<file path="config.mk">
export PLATFORM = sky130hd
export DESIGN_NAME = rf_sync_tx
export DESIGN_NICKNAME = d
export VERILOG_FILES = /design/src/rtl/rf_sync_tx.sv
export SDC_FILE = /design/constraint.sdc
export NUM_CORES = 1
export LEC_CHECK = 0
export BUFFER_PORTS_ARGS = -buffer_cell sky130_fd_sc_hd__buf_2
export CORE_MARGIN = 2
export CORE_UTILIZATION = 58
export CTS_BUF_LIST = sky130_fd_sc_hd__clkbuf_16
export DETAILED_ROUTE_END_ITERATION = 10
export GPL_ROUTABILITY_DRIVEN = 0
export MAX_ROUTING_LAYER = met4
export PLACE_DENSITY = 0.79
export SYNTH_ARGS = -nofsm -noshare
export SYNTH_HDL_FRONTEND = slang
export SYNTH_SLANG_ARGS = --single-unit
</file>
<file path="constraint.sdc">
create_clock -name clk -period 3.9 [get_ports clk]
set_input_delay 0.195 -clock clk [delete_from_list [all_inputs] [get_ports clk]]
set_output_delay 0.195 -clock clk [all_outputs]
set_load 0.02 [all_outputs]
</file>
<file path="src/rtl/rf_sync_tx.sv">
// OOK slot-pulse transmitter: preamble pulses then MSB-first data pulses, sh_en at each slot start.
// Outputs registered (1 cycle); tx_ready only while idle and enabled, so a word waits in the caller.
module rf_sync_tx #(
  parameter int PERIOD_CYC = 10000,
  parameter int POS_CYC    = 3000,
  parameter int HIGH_CYC   = 1,
  parameter int PRE_SLOTS  = 4,
  parameter int DATA_BITS  = 8
) (
  input  logic                 clk,
  input  logic                 rst,
  input  logic                 en,
  input  logic                 tx_valid,
  input  logic [DATA_BITS-1:0] tx_data,
  output logic                 tx_ready,
  output logic                 rfout,
  output logic                 sh_en,
  output logic                 frame_done,
  output logic [1:0]           state
);

  localparam int CW   = (PERIOD_CYC > 1) ? $clog2(PERIOD_CYC) : 1;
  localparam int MAXS = (PRE_SLOTS > DATA_BITS) ? PRE_SLOTS : DATA_BITS;
  localparam int SW   = (MAXS > 1) ? $clog2(MAXS) : 1;

  typedef enum logic [1:0] {
    S_IDLE  = 2'd0,
    S_ARMED = 2'd1,
    S_PRE   = 2'd2,
    S_DATA  = 2'd3
  } state_t;

  state_t               state_q, state_d;
  logic [CW-1:0]        cnt_q, cnt_d;
  logic [SW-1:0]        slot_q, slot_d;
  logic [DATA_BITS-1:0] shift_q, shift_d;
  logic                 rfout_q, sh_en_q, done_q;
  logic                 rfout_d, sh_en_d, done_d;
  logic                 wrap, hs, bit_d, win_d;

  assign tx_ready = (state_q == S_IDLE) && en;

  always_comb begin
    wrap    = en && (cnt_q == CW'(PERIOD_CYC - 1));
    hs      = tx_valid && tx_ready;
    cnt_d   = en ? (wrap ? '0 : cnt_q + 1'b1) : '0;
    state_d = state_q;
    slot_d  = slot_q;
    shift_d = shift_q;
    if (!en) begin
      // Disabling aborts any frame and drops the latched word.
      state_d = S_IDLE;
      slot_d  = '0;
      shift_d = '0;
    end else begin
      case (state_q)
        S_IDLE: if (hs) begin
          shift_d = tx_data;
          slot_d  = '0;
          state_d = wrap ? S_PRE : S_ARMED;
        end
        S_ARMED: if (wrap) state_d = S_PRE;
        S_PRE: if (wrap) begin
          if (slot_q == SW'(PRE_SLOTS - 1)) begin
            state_d = S_DATA;
            slot_d  = '0;
          end else begin
            slot_d = slot_q + 1'b1;
          end
        end
        S_DATA: if (wrap) begin
          shift_d = shift_q << 1;
          if (slot_q == SW'(DATA_BITS - 1)) begin
            state_d = S_IDLE;
            slot_d  = '0;
          end else begin
            slot_d = slot_q + 1'b1;
          end
        end
        default: state_d = S_IDLE;
      endcase
    end
    // Outputs are registered, so they are decoded from next-cycle state.
    bit_d   = (state_d == S_PRE) || ((state_d == S_DATA) && shift_d[DATA_BITS-1]);
    win_d   = (cnt_d >= CW'(POS_CYC)) && (cnt_d <= CW'(POS_CYC + HIGH_CYC - 1));
    rfout_d = en && bit_d && win_d;
    sh_en_d = en && (cnt_d == '0);
    done_d  = en && (state_d == S_DATA) && (slot_d == SW'(DATA_BITS - 1)) &&
              (cnt_d == CW'(PERIOD_CYC - 1));
  end

  always_ff @(posedge clk or posedge rst) begin
    if (rst) begin
      state_q <= S_IDLE;
      cnt_q   <= '0;
      slot_q  <= '0;
      shift_q <= '0;
      rfout_q <= 1'b0;
      sh_en_q <= 1'b0;
      done_q  <= 1'b0;
    end else begin
      state_q <= state_d;
      cnt_q   <= cnt_d;
      slot_q  <= slot_d;
      shift_q <= shift_d;
      rfout_q <= rfout_d;
      sh_en_q <= sh_en_d;
      done_q  <= done_d;
    end
  end

  assign rfout      = rfout_q;
  assign sh_en      = sh_en_q;
  assign frame_done = done_q;
  assign state      = state_q;

endmodule

</file>
# Word level (Yosys, flattened, before mapping)
# Cells that the tools add are included.
# word_totals
reg_bits	30
inputBits	12
# classes
muxes	22
n_addsub	2
n_reduce_logical	15
order_cmp	2
eq_ne	13
# op_table
operator	count
== test 14 bit, second input constant	2
2-to-1 mux 14 bit	2
2-to-1 mux 8 bit	3
2-to-1 mux 3 bit	6
2-to-1 mux 2 bit	8
one-hot mux 8 bit (2 select lines)	1
adder 14 x 1 -> 14 bit, second input constant	1
greater-or-equal comparator 14 x 12 -> 1 bit, second input constant	1
<= comparator 14 x 12 -> 1 bit, second input constant	1
logical NOT 14 bit	1
logical AND 1 bit	11
one-hot mux 3 bit (3 select lines)	1
== test 2 bit, second input constant	4
one-hot mux 2 bit (4 select lines)	1
== test 3 bit, second input constant	2
!= test 3 bit, second input constant	2
adder 3 x 1 -> 3 bit, second input constant	1
== test 3 x 2 -> 1 bit, second input constant	1
!= test 3 x 1 -> 1 bit, second input constant	1
AND reduction 3 bit	1
== test 2 x 1 -> 1 bit, second input constant	1
logical NOT 2 bit	1
logical OR 1 bit	1

# Logic depth before layout (Yosys ltp)
# logic_depth
word_depth	11
ltp_mapped	9

# Worst setup path before layout
# Ideal clock, no wire load.
# synth_timing
kind	register to register
from	register cnt_q[6]
to	register done_q, in the netlist frame_done
slack_ns	1.068
required_time_ns	3.804
arrival_ns	2.737
synth_period_minus_slack_ns	2.832
path_stages_with_launch	8
path_cell_list	dfrtp_1 -> or4_4 -> or4_1 -> buf_2 -> or4b_4 -> nand3_2 -> or4b_1 -> nor4_2
# synth_between
elab_cells_between_ends	22
classes_between	add/sub (1); eq/ne (4); mux (13); reduce/logical (4)
# synth_lines
item	line	rtl
start, declared	34	logic [CW-1:0] cnt_q, cnt_d;
start signal, assigned	103	cnt_q <= cnt_d;
== test 14 bit (*)	44	wrap = en && (cnt_q == CW'(PERIOD_CYC - 1));
logical AND 1 bit (*)	44	
2-to-1 mux 3 bit (on tied branches)	71, 63	
one-hot mux 3 bit (3 select lines) (*)	56	case (state_q)
2-to-1 mux 3 bit (*)	50	if (!en) begin
named net slot_d[2]	35	logic [SW-1:0] slot_q, slot_d;
== test 3 bit (*)	88	done_d = en && (state_d == S_DATA) && (slot_d == SW'(DATA_BITS - 1)) &&
logical AND 1 bit (*) (2 in a row)	88	
named net done_d	38	logic rfout_d, sh_en_d, done_d;
end signal, assigned	108	done_q <= done_d;
end, declared	37	logic rfout_q, sh_en_q, done_q;
# Mark *: on every way through the listed nets, which the timed path passes. The rest lies on a longest branch.
# A chain may end at the register's enable or synchronous reset.

# Final worst setup path
# Same ends and word-level chain as after synthesis.

==> summary.txt <==
STA
  – Unrepaired setup endpoints after global routing: false
  – Final Critical Period: 3030 ps
  – Max Slew Vio Count: 0
  – Worst Tran Pin Value: 1080 ps
  – Max-slew headroom: 0.281
  – Final Cycle Share: 0.778
  – Clk_skew: 7.08 ps
  – Final Hold Fails: 0
  – Setup violators final: 0
  – Max Fclk: 0.330 GHz
  – TNS Setup: 0 ps

Clocking
  – Inserted Clock Buffers: 5
  – Clock Pin Slew Worst Setup and Hold Paths: 50 ps
  – Setup repair bufs after CTS: 0
  – Post-CTS sizing: 0
  – Clock Tree Buf Depth: 2
  – Hold Buf Count CTS: 0
  – H-tree Lvls: 2
  – TritonCTS clock tree: built
  – Root buffer cell: clkbuf_16
  – Worst skew pair latency: 270 ps
  – CTS sink cnt: 30

Critical path
  – Crit path capture type: flip-flop
  – Cell breakdown of the critical path: or4_4 > or4_1 > or4b_4 > nand3_2 > or4b_1 > nor4_2
  – CP arrival: 3200 ps
  – Delay-heaviest family, CP: simple AND/OR/NAND/NOR gates
  – Crit. path cell count: 6
  – Crit Path Class: reg2reg
  – Highest-delay cell along the critical path: or4_1
  – WP buf/inv: 0
  – Crit-path max cell delay: 580 ps
  – Critical Path Fanout Max: 8
  – Req. time, crit path: 4070 ps
  – CP Launch Type: flip-flop
  – Path depth of the worst reg2reg path: 6

Global routing
  – Antenna violations before repair: 0
  – Global route overflow: 0
  – First-pass GRT wire length: 6870 µm
  – Total GRT Usage: 0.263
  – Pin count of the biggest net entering global routing: 31
  – Number of global-route vias before repair: 1527

Final layout
  – N_diodes: 0
  – Area of the multi-input gates: 1030 µm²
  – Post-route cell area: 2110 µm²
  – Most frequent cells in the layout: dfrtp_1 (30), nor2_1 (21), nand2_1 (20)
  – Storage cell area: 751 µm²
  – Final #Nets: 245
  – Layout cell share with drive strength beyond 1: 0.143
  – Area grow syn2layout: 13.2%
  – Most common cell after layout, fill and taps aside: dfrtp_1
  – Filler cells: 262

Die
  – Top-Level Pins: 18
  – Die area: 3690 µm²
  – Initial Utilization: 0.612
  – Die Y-Extent: 60.8 µm
  – Die width: 60.8 µm
  – Core Box Area: 3050 µm²
  – Num rows: 20

Detailed routing
  – Via count: 1614
  – First-pass detailed-route iteration total: 4
  – Vias per cell: 6.02
  – 1st-iter DRT viols: 112
  – Avg WL per Cell: 15.1 µm
  – Final ANT Viol Nets: 0
  – Post-Route WL: 4040 µm
  – Drc violations: 0

Power and ir drop
  – Power density cells: 494 nW/µm²
  – Leak: 0.933 nW
  – Tot Pwr: 1.04 mW
  – Worst vdd ir: 0.349 mV

Synthesis
  – Compound-gate portion of the synthesized area: 0.153
  – Most used DFF post-synth: dfrtp_1
  – Ys Warns: 0
  – Synth Register Bits: 30
  – Async set or reset register ratio after synthesis: 1.00
  – Sequential-to-total area share from yosys stat: 0.402
  – Avg Synthesized Cell Area: 8.94 µm²
  – Synth Area in Simple Gates: 0.266
  – Post-Synthesis Net Count: 231
  – EDFF count, synth: 0
  – Synth Instances: 209
  – Xor-xnor portion of the synthesized cell area: 0.0516
  – Cell Area, Synth: 1870 µm²
  – Synth top area cells: dfrtp_1 (40%), ha_1 (6.7%), nor2_1 (4.2%)
  – Mux share of post-synthesis cell area: 0.0114
  – Synth area leader: dfrtp_1
  – Synth Area in Adders: 0.0670
  – Synth top area share: 0.402
  – Distinct cells, synth: 49
  – Largest family of logic cells by synthesized area: simple AND/OR/NAND/NOR gates

Outcome
  – Status: complete, no violations

Placed design
  – PortBufs: 17
  – Placement Cell Area: 1970 µm²
  – Post-DP HPWL: 2870 µm

Hold path
  – Min-delay worst type: in2async

Flow run
  – Max-cap violations: 0
-- cells by family after synthesis --
logic type / count (synthesis)
simple gates: 91
compound gates: 41
flops: 30
buf+inv: 24
xor+xnor: 11
fa+ha+maj: 10
mux: 2
-- state kept, by name, summed over array words and instances (netlist names) --
signal / flops
state: 2
shift_q: 8
frame_done: 1
slot_q: 3
sh_en: 1
cnt_q: 14
rfout: 1
-- power breakdown --
group	internal, mW	total (mW)	switching [mW]
sequential	0.332	0.355	0.0233
combinational	0.127	0.327	0.200
clock	0.232	0.362	0.130
-- stage by stage --
step	setup slack (ps)	hold WS, ps	instances	utilization
6_report	866	189	268	0.693
2_1_floorplan	1070	286	209	-
4_1_cts	856	190	268	0.693
3_5_place_dp	883	477	260	0.646
3_3_place_gp	968	463	260	0.646
5_1_grt	744	213	268	0.693
-- cell type report --
class,instances,share of cell area
Clock inverter,3,0.00769
Tap cell,44,0.0260
Clock buffer,5,0.0592
Multi-Input combinational cell,155,0.485
Inverter,13,0.0231
Timing Repair Buffer,18,0.0438
Sequential cell,30,0.355
-- Yosys cell counts, types with 2 or more instances --
library cell	n
dfrtp_1	30
nor2_1	21
nand2_1	20
inv_1	13
clkbuf_1	10
ha_1	10
a22oi_1	8
xnor2_1	8
nand3_1	7
o21ai_0	7
a21oi_1	6
nor3_1	6
nand2b_1	4
nand4_1	4
nor2b_1	4
nor4_1	4
a31oi_1	3
and2_1	3
nand3b_1	3
o31ai_1	3
xor2_1	3
a211oi_1	2
and3_1	2
o211ai_1	2
or4_1	2
-- worst paths after layout --
path,start,end,slack (ps)
min in group clk,tx_data[0],shift_q[0],190
hold / removal,rst,cnt_q[13],190
setup / recovery,cnt_q[6],frame_done,870
setup reg to reg,cnt_q[6],frame_done,870
max in group asynchronous,rst,rfout,3060
hold reg to reg,shift_q[5],shift_q[5],490
-- layer usage --
| layer | GRT usage | part of all wire |
|---|---|---|
| met4 | 0.118 | 0.030 |
| met1 | 0.354 | 0.44 |
| met5 | - | 0 |
| met3 | 0.0576 | 0.064 |
| met2 | 0.381 | 0.46 |
No activity file was read; power rests on OpenSTA's default activity.
